File: config.mk
export PLATFORM = sky130hd
export DESIGN_NAME = ucie_ctl_sb_rx_decoder
export DESIGN_NICKNAME = d
export VERILOG_FILES = /design/src/rtl/ucie_ctl_sb_pkg.sv /design/src/rtl/ucie_ctl_sb_rx_fifo.sv /design/src/rtl/ucie_ctl_sb_rx_decoder.sv
export SDC_FILE = /design/constraint.sdc
export NUM_CORES = 1
export LEC_CHECK = 0
export ABC_AREA = 1
export BUFFER_PORTS_ARGS = -buffer_cell sky130_fd_sc_hd__buf_4
export CORE_ASPECT_RATIO = 1.5
export CORE_MARGIN = 4
export CORE_UTILIZATION = 46
export DETAILED_ROUTE_END_ITERATION = 10
export HOLD_SLACK_MARGIN = 0.1
export PLACE_DENSITY = 0.75
export SLEW_MARGIN = 25
export SYNTH_ARGS = -nofsm -noshare
export SYNTH_HDL_FRONTEND = slang
export SYNTH_SLANG_ARGS = --single-unit
File: constraint.sdc
create_clock -name i_clk -period 5.55 [get_ports i_clk]
set_input_delay 0.2775 -clock i_clk [delete_from_list [all_inputs] [get_ports i_clk]]
set_output_delay 0.2775 -clock i_clk [all_outputs]
set_load 0.01 [all_outputs]
File: src/rtl/ucie_ctl_sb_pkg.sv
// Shared constants, types and the message decode table for the UCIe sideband receive path.
package ucie_ctl_sb_pkg;

    localparam logic [4:0] MSG_NO_DATA = 5'b10010;
    localparam logic [4:0] MSG_DATA    = 5'b11011;

    localparam logic [7:0] MC_DATA     = 8'h01;
    localparam logic [7:0] MC_ND_GRP1  = 8'h03;
    localparam logic [7:0] MC_ND_GRP2  = 8'h04;
    localparam logic [7:0] MC_ND_GRP3  = 8'h09;

    localparam logic [7:0] SC_00 = 8'h00;
    localparam logic [7:0] SC_01 = 8'h01;
    localparam logic [7:0] SC_02 = 8'h02;
    localparam logic [7:0] SC_09 = 8'h09;

    localparam logic [1:0] DEC_GRP_NONE = 2'b00;
    localparam logic [1:0] DEC_GRP1     = 2'b01;
    localparam logic [1:0] DEC_GRP2     = 2'b10;
    localparam logic [1:0] DEC_GRP3     = 2'b11;

    localparam int unsigned ERR_SRC   = 0;
    localparam int unsigned ERR_DST   = 1;
    localparam int unsigned ERR_OPC   = 2;
    localparam int unsigned ERR_UNSUP = 3;
    localparam int unsigned ERR_PAR   = 4;
    localparam int unsigned ERR_OVF   = 5;

    localparam int unsigned DEC_W   = 5;
    localparam int unsigned DATA_W  = 64;
    localparam int unsigned ERR_W   = 5;
    localparam int unsigned ENTRY_W = DEC_W + DATA_W + ERR_W;

    typedef enum logic [1:0] {
        StPh0,
        StPh1,
        StPh2,
        StPh3
    } rx_state_e;

    typedef struct packed {
        logic [DEC_W-1:0]  decode;
        logic [DATA_W-1:0] data;
        logic [ERR_W-1:0]  err;
    } sb_msg_t;

    typedef struct packed {
        logic [DEC_W-1:0] decode;
        logic             unsup;
        logic             opc_err;
    } sb_dec_t;

    function automatic sb_dec_t decode_msg(input logic [4:0] opcode,
                                           input logic [7:0] msgcode,
                                           input logic [7:0] subcode);
        sb_dec_t r;
        r = '0;
        if (opcode == MSG_NO_DATA) begin
            r.decode[4] = 1'b1;
            case (msgcode)
                MC_ND_GRP1: r.decode[3:2] = DEC_GRP1;
                MC_ND_GRP2: r.decode[3:2] = DEC_GRP2;
                MC_ND_GRP3: r.decode[3:2] = DEC_GRP3;
                default:    r.unsup = 1'b1;
            endcase
            if (r.decode[3:2] == DEC_GRP1 || r.decode[3:2] == DEC_GRP2) begin
                case (subcode)
                    SC_01:   r.decode[1:0] = 2'b01;
                    SC_09:   r.decode[1:0] = 2'b11;
                    default: r.unsup = 1'b1;
                endcase
            end else if (r.decode[3:2] == DEC_GRP3) begin
                case (subcode)
                    SC_00:   r.decode[1:0] = 2'b00;
                    SC_01:   r.decode[1:0] = 2'b01;
                    SC_02:   r.decode[1:0] = 2'b10;
                    default: r.unsup = 1'b1;
                endcase
            end
        end else if (opcode == MSG_DATA) begin
            r.unsup = (msgcode != MC_DATA) || (subcode != SC_00);
        end else begin
            r.opc_err = 1'b1;
        end
        return r;
    endfunction

endpackage

File: src/rtl/ucie_ctl_sb_rx_fifo.sv
// Synchronous FIFO with wrap-bit pointers; a push while full is accepted only alongside a pop.
module ucie_ctl_sb_rx_fifo #(
    parameter int unsigned P_DEPTH = 4,
    parameter int unsigned P_WIDTH = 8
) (
    input  logic               i_clk,
    input  logic               i_rst,
    input  logic               i_push,
    input  logic [P_WIDTH-1:0] i_wdata,
    input  logic               i_pop,
    output logic [P_WIDTH-1:0] o_rdata,
    output logic               o_full,
    output logic               o_empty
);

    localparam int unsigned AW = $clog2(P_DEPTH);

    logic [AW:0]        wr_ptr_q, rd_ptr_q;
    logic [P_WIDTH-1:0] mem_q [P_DEPTH];
    logic               do_push, do_pop;

    assign o_empty = (wr_ptr_q == rd_ptr_q);
    assign o_full  = (wr_ptr_q[AW] != rd_ptr_q[AW]) &&
                     (wr_ptr_q[AW-1:0] == rd_ptr_q[AW-1:0]);
    assign do_pop  = i_pop & ~o_empty;
    assign do_push = i_push & (~o_full | do_pop);
    assign o_rdata = mem_q[rd_ptr_q[AW-1:0]];

    always_ff @(posedge i_clk or negedge i_rst) begin
        if (!i_rst) begin
            wr_ptr_q <= '0;
            rd_ptr_q <= '0;
        end else begin
            if (do_push) wr_ptr_q <= wr_ptr_q + 1'b1;
            if (do_pop)  rd_ptr_q <= rd_ptr_q + 1'b1;
        end
    end

    always_ff @(posedge i_clk) begin
        if (do_push) mem_q[wr_ptr_q[AW-1:0]] <= i_wdata;
    end

endmodule

File: src/rtl/ucie_ctl_sb_rx_decoder.sv
// Sideband receive decoder: parses 2/4-phase packets, checks header fields and parity,
// buffers decoded messages and returns one credit per consumed entry.
module ucie_ctl_sb_rx_decoder
    import ucie_ctl_sb_pkg::*;
#(
    parameter int unsigned P_DEPTH  = 4,
    parameter logic [2:0]  P_SRC_ID = 3'b001,
    parameter logic [2:0]  P_DST_ID = 3'b101
) (
    input  logic        i_clk,
    input  logic        i_rst,
    input  logic        i_rx_vld,
    input  logic [31:0] i_rx_data,
    input  logic        i_rx_abort,
    output logic        o_msg_vld,
    input  logic        i_msg_rdy,
    output logic [4:0]  o_msg_decode,
    output logic [63:0] o_msg_data,
    output logic [4:0]  o_msg_err,
    output logic        o_crd_ret,
    output logic [5:0]  o_err_sticky,
    input  logic        i_err_clr
);

    rx_state_e state_q, state_d;

    logic [4:0]  opcode_q;
    logic [7:0]  msgcode_q;
    logic        src_err_q;
    logic        par0_q;
    logic [4:0]  err_q;
    logic        dp_q;
    logic [31:0] data_lo_q;
    logic [5:0]  sticky_q, sticky_d;

    sb_dec_t      ph1_dec;
    logic [4:0]   ph1_err;
    logic         beat;
    logic         push, pop, overflow;
    sb_msg_t      push_msg, head;
    logic [ENTRY_W-1:0] head_raw;
    logic         fifo_full, fifo_empty;

    assign beat = i_rx_vld & ~i_rx_abort;

    // Header checks evaluated on the PH1 beat, against the header captured at PH0.
    always_comb begin
        ph1_dec            = decode_msg(opcode_q, msgcode_q, i_rx_data[7:0]);
        ph1_err            = '0;
        ph1_err[ERR_SRC]   = src_err_q;
        ph1_err[ERR_DST]   = (i_rx_data[26:24] != P_DST_ID);
        ph1_err[ERR_OPC]   = ph1_dec.opc_err;
        ph1_err[ERR_UNSUP] = ph1_dec.unsup | (|i_rx_data[23:8]);
        ph1_err[ERR_PAR]   = i_rx_data[30] ^ (^i_rx_data[29:0]) ^ par0_q;
    end

    always_comb begin
        state_d  = state_q;
        push     = 1'b0;
        push_msg = '0;
        if (i_rx_abort) begin
            state_d = StPh0;
        end else if (i_rx_vld) begin
            case (state_q)
                StPh0: state_d = StPh1;
                StPh1: begin
                    if (opcode_q == MSG_DATA) begin
                        state_d = StPh2;
                    end else begin
                        push            = 1'b1;
                        push_msg.decode = ph1_dec.decode;
                        push_msg.err    = ph1_err;
                        state_d         = StPh0;
                    end
                end
                StPh2: state_d = StPh3;
                StPh3: begin
                    push                  = 1'b1;
                    push_msg.decode       = '0;
                    push_msg.data         = {i_rx_data, data_lo_q};
                    push_msg.err          = err_q;
                    push_msg.err[ERR_PAR] = err_q[ERR_PAR] | (dp_q ^ (^{data_lo_q, i_rx_data}));
                    state_d               = StPh0;
                end
                default: state_d = StPh0;
            endcase
        end
    end

    always_ff @(posedge i_clk or negedge i_rst) begin
        if (!i_rst) begin
            state_q   <= StPh0;
            opcode_q  <= '0;
            msgcode_q <= '0;
            src_err_q <= 1'b0;
            par0_q    <= 1'b0;
            err_q     <= '0;
            dp_q      <= 1'b0;
            data_lo_q <= '0;
        end else begin
            state_q <= state_d;
            if (beat) begin
                case (state_q)
                    StPh0: begin
                        opcode_q  <= i_rx_data[4:0];
                        msgcode_q <= i_rx_data[21:14];
                        src_err_q <= (i_rx_data[31:29] != P_SRC_ID);
                        par0_q    <= ^i_rx_data;
                    end
                    StPh1: begin
                        err_q <= ph1_err;
                        dp_q  <= i_rx_data[31];
                    end
                    StPh2: data_lo_q <= i_rx_data;
                    default: ;
                endcase
            end
        end
    end

    ucie_ctl_sb_rx_fifo #(
        .P_DEPTH (P_DEPTH),
        .P_WIDTH (ENTRY_W)
    ) u_fifo (
        .i_clk   (i_clk),
        .i_rst   (i_rst),
        .i_push  (push),
        .i_wdata (push_msg),
        .i_pop   (pop),
        .o_rdata (head_raw),
        .o_full  (fifo_full),
        .o_empty (fifo_empty)
    );

    assign head      = sb_msg_t'(head_raw);
    assign o_msg_vld = ~fifo_empty;
    assign pop       = o_msg_vld & i_msg_rdy;
    assign o_crd_ret = pop;
    assign overflow  = push & fifo_full & ~pop;

    // Storage is not reset, so fields are forced to zero whenever the head is invalid.
    always_comb begin
        o_msg_decode = '0;
        o_msg_data   = '0;
        o_msg_err    = '0;
        if (o_msg_vld) begin
            o_msg_decode = head.decode;
            o_msg_data   = head.data;
            o_msg_err    = head.err;
        end
    end

    // Set wins over clear in the same cycle.
    always_comb begin
        sticky_d = i_err_clr ? 6'b0 : sticky_q;
        if (push) sticky_d[4:0] = sticky_d[4:0] | push_msg.err;
        if (overflow) sticky_d[ERR_OVF] = 1'b1;
    end

    always_ff @(posedge i_clk or negedge i_rst) begin
        if (!i_rst) sticky_q <= '0;
        else        sticky_q <= sticky_d;
    end

    assign o_err_sticky = sticky_q;

endmodule
==> results_dict.tcl <==
set metrics [dict create \
    path_delay_family "buffers and inverters" \
    grt_remaining_overflow 0 \
    maxClockFrequency_ghz 0.2500 \
    power.share.sequential_pct 36.4 \
    setup_total_negative_slack_ns 0 \
    setup-violations-final 0 \
    area.growth.synth_to_final_pct 17.21 \
    critical_path.most_common_cell "sky130_fd_sc_hd__buf_4" \
    power.clock.fraction_pct 26.9 \
    route.final.wire_length_um 39300 \
    ant_nets 0 \
    path_class "register to output pin" \
    detailed_place_hpwl_um 25860 \
    post-route-period-util_pct 72.06 \
    synth_top_area_share_pct 55.19 \
    synthesis.nets 1610 \
    detail_route.drc_violations 0 \
    area_of_the_core_region_sq_mm 0.03437 \
    worst_pin_slew_ns 0.9664 \
    final_net_count 1729 \
    data_arrival_time_at_the_worst_slack_endpoint_ns 3.72 \
    internal_uw 5746 \
    h-tree-depth 1 \
    min-delay-start "i_rx_data[14]" \
    syn_area_sq_mm 0.01611 \
    ctsResizeCount 0 \
    ys_ff_latch 363 \
    critical_path.cell_chain "inv_4 -> buf_4 -> nor2_1 -> o32ai_1 -> nand2_1 -> inv_1 -> buf_4" \
    ios 120 \
    post-cts-setup-buffers 0 \
    worst-path-max-fanout 82 \
    cp_num_buf_inv 4 \
    layer_with_the_highest_usage "met2" \
    cts.clk_slew.worst_paths_ns 0.07 \
    cts_tree "yes" \
    floorplan.initialDensity_pct 46.86 \
    port-buffer-count 119 \
    timing.max_slew.rel_slack_pct 35.37 \
    yosysSeqAreaShare_pct 65.59 \
    use_met2_pct 35.99 \
    clock_tree.root_cell "sky130_fd_sc_hd__clkbuf_16" \
    clockBufferDepth 3 \
    r2r_cells 7 \
    reg2reg_to "u_fifo.mem_q[3][39]" \
    ys_warn_count 0 \
    grt_setup_unrepaired "false" \
    number_of_antenna_violations_at_the_first_check_in_global_routing 0 \
    power_frac_comb_pct 36.6 \
    power.leakage_uw 0.008017 \
    data_required_time_of_the_worst_path_ns 5.27 \
    power.density_mw_per_mm2 469.2 \
    global_route_met1_utilization_pct 24.80 \
    tritoncts.num_buffers 31 \
    dieArea_sq_mm 0.03813 \
    ys_types 30 \
    crit-reg2reg-launch "u_fifo.rd_ptr_q[0]" \
    synth_top_area_cell "sky130_fd_sc_hd__edfxtp_1" \
    end_kind "output pin" \
    maxCapViolations 0 \
    first_global_vias 11477 \
    min_period_ns 3.999 \
    grt_first_pass_wirelength_um 61930 \
    placement_row_count 83 \
    numClockSinks 363 \
    final_layout_size_suffix_gt1_share_pct 11.98 \
    finClkSkew_ns 0.02392 \
    setup.worst_path.start_class "register" \
    synthesis.area_per_instance_sq_um 10.39 \
    critical-path-slowest-cell "sky130_fd_sc_hd__buf_4" \
    floorplan.die.height_um 237.2 \
    floorplan.die.width_um 160.8 \
    post_synth_main_area_contributors "sky130_fd_sc_hd__edfxtp_1 55%, sky130_fd_sc_hd__dfrtp_1 10%, sky130_fd_sc_hd__nand2_1 7.0%, sky130_fd_sc_hd__nor2_1 6.5%, sky130_fd_sc_hd__o21ai_0 4.3%" \
    insertion_delay_ns 0.58 \
    worst_hold_path.endpoint "msgcode_q[0]" \
    rd_place_congestion 0.8700 \
    worst_ir_drop_vdd_mv 0.2777 \
    synthCells 1550 \
    grt_util_met3_pct 1.735 \
    detail_route.iter0.violations 964 \
    grt_start_max_net_pins 108 \
    post-route-cell-area_sq_mm 0.01888 \
    min_path_type "input pin to register" \
    via_count 11576 \
    n_antenna_cell 0 \
    number_of_hold_slack_violations_in_the_final_timing_report 0 \
    p_sw_uw 3111 \
    maxSlewViolCount 0 \
    dpl_cell_area_sq_mm 0.01742 \
    detail_route.first_pass.iterations 7 \
    outcome "finished, final reports clean" \
    wl_per_cell_um 18.19 \
    reg2reg_slack_ns 2.40 \
    total_global_route_track_usage_pct 20.18 \
    sw_frac_of_total_pct 35.12 \
    critical-path-max-stage-delay_ns 0.80 \
    worstHoldPathCells 3 \
    drt-vias-per-instance 5.357 \
]
registers in the layout (all words and copies together) (netlist names):
name,cells
u_fifo.mem_q,296
src_err_q,1
dp_q,1
msgcode_q,8
par0_q,1
u_fifo.wr_ptr_q,3
o_err_sticky,6
opcode_q,5
err_q,5
u_fifo.rd_ptr_q,3
state_q,2
data_lo_q,32
final cells by class:
| cell class | instances | area, sq um |
|---|---|---|
| Sequential cell | 363 | 10570 |
| Multi-Input combinational cell | 931 | 4591 |
| Inverter | 176 | 663.1 |
| Tap cell | 467 | 584.3 |
| Clock inverter | 24 | 340.3 |
| Fill cell | 2801 | 15500 |
| Clock buffer | 34 | 797.0 |
| Timing Repair Buffer | 166 | 1330 |
cells in the mapped netlist:
| master | n |
|---|---|
| sky130_fd_sc_hd__nand2_1 | 301 |
| sky130_fd_sc_hd__edfxtp_1 | 296 |
| sky130_fd_sc_hd__a211oi_1 | 1 |
| sky130_fd_sc_hd__buf_4 | 1 |
| sky130_fd_sc_hd__nor4_1 | 1 |
| sky130_fd_sc_hd__nand3b_1 | 2 |
| sky130_fd_sc_hd__nand2_2 | 4 |
| sky130_fd_sc_hd__a22oi_1 | 1 |
| sky130_fd_sc_hd__a31oi_1 | 1 |
| sky130_fd_sc_hd__nor2_2 | 1 |
| sky130_fd_sc_hd__nor2_1 | 278 |
| sky130_fd_sc_hd__xnor2_1 | 22 |
| sky130_fd_sc_hd__ha_1 | 22 |
| sky130_fd_sc_hd__xor2_1 | 14 |
| sky130_fd_sc_hd__nor3_1 | 42 |
| sky130_fd_sc_hd__o21ai_0 | 137 |
| sky130_fd_sc_hd__a21oi_1 | 4 |
| sky130_fd_sc_hd__buf_2 | 13 |
| sky130_fd_sc_hd__inv_1 | 175 |
| sky130_fd_sc_hd__nor2_4 | 2 |
| sky130_fd_sc_hd__dfrtp_1 | 67 |
| sky130_fd_sc_hd__nand4_1 | 5 |
| sky130_fd_sc_hd__buf_1 | 14 |
| sky130_fd_sc_hd__o32ai_1 | 74 |
| sky130_fd_sc_hd__a22o_1 | 1 |
| sky130_fd_sc_hd__o211ai_1 | 1 |
| sky130_fd_sc_hd__inv_2 | 1 |
| sky130_fd_sc_hd__clkbuf_1 | 52 |
| sky130_fd_sc_hd__o221ai_1 | 1 |
| sky130_fd_sc_hd__nand3_1 | 16 |
worst register-to-register path, cell delays in order (launching register included):
cell	delay, ns
sky130_fd_sc_hd__dfrtp_4	0.73
sky130_fd_sc_hd__inv_4	0.38
sky130_fd_sc_hd__nand2_1	0.21
sky130_fd_sc_hd__a21oi_1	0.10
sky130_fd_sc_hd__nand2_1	0.10
sky130_fd_sc_hd__nand3_1	0.39
sky130_fd_sc_hd__nor2_4	0.22
sky130_fd_sc_hd__buf_4	0.56
layer usage:
metal	part of all wire (%)	wire length [um]	up-vias
met5	0	0	-
met1	39	15210	5617
met4	4.8	1903	0
met3	5.1	1992	83
li1	-	-	5453
met2	51	20200	423
placed cells by master, fill, tap and decap left out, types with 31 or more instances in the layout:
master	n
sky130_fd_sc_hd__inv_1	173
sky130_fd_sc_hd__nand2_1	300
sky130_fd_sc_hd__buf_4	133
sky130_fd_sc_hd__dlygate4sd3_1	32
sky130_fd_sc_hd__nor2_1	275
sky130_fd_sc_hd__nor3_1	42
sky130_fd_sc_hd__clkbuf_16	31
sky130_fd_sc_hd__edfxtp_1	296
sky130_fd_sc_hd__dfrtp_1	65
sky130_fd_sc_hd__o21ai_0	137
sky130_fd_sc_hd__o32ai_1	74
worst max path at each step:
stage,start,end,slack (ns),depth (start not counted)
CTS,u_fifo.rd_ptr_q[0],o_msg_data[39],1.50,7
global placement,u_fifo.rd_ptr_q[0],o_msg_data[39],2.18,7
floorplan,u_fifo.rd_ptr_q[0],u_fifo.mem_q[0][0],0.92,6
detailed placement,u_fifo.rd_ptr_q[0],o_msg_data[39],2.13,7
finish,u_fifo.rd_ptr_q[0],o_msg_data[39],1.55,7
global route,u_fifo.rd_ptr_q[0],o_msg_data[39],1.30,7
power by group through the flow:
| stage | combinational (uW) | sequential, uW | clock, uW |
|---|---|---|---|
| final | 3250 | 3230 | 2380 |
| after global routing | 3630 | 3250 | 2510 |
| after CTS | 3300 | 3230 | 2410 |
| after detailed placement | 3260 | 3280 | 0 |
| after global placement | 3190 | 3270 | 0 |
| after floorplan | 2020 | 3150 | 0 |
cell families after synthesis:
kind of cell	synth area share [%]
flip-flops	65.59
AND/OR/NAND/NOR	15.96
XOR/XNOR	1.958
buffers and inverters	6.090
adder cells (fa/ha/maj)	1.709
AO/OA/AOI/OAI	8.693
metrics by stage:
step / hold WS (ns) / utilization (%) / power [uW] / setup WS, ns / cells
2_1_floorplan: -0.01809 / - / 5172 / 0.9212 / 1550
3_3_place_gp: 0.4298 / 50.67 / 6461 / 2.184 / 2071
3_5_place_dp: 0.4248 / 50.67 / 6545 / 2.129 / 2071
4_1_cts: 0.1207 / 54.91 / 8939 / 1.500 / 2161
5_1_grt: 0.1299 / 54.92 / 9384 / 1.303 / 2161
6_report: 0.1308 / 54.92 / 8857 / 1.551 / 2161
repair_timing:
item	in CTS	in global routing
hold endpoints to repair	111	0
hold buffers	32	0
endpoints found under the setup margin	0	0
No activity file was read; power rests on OpenSTA's default activity.
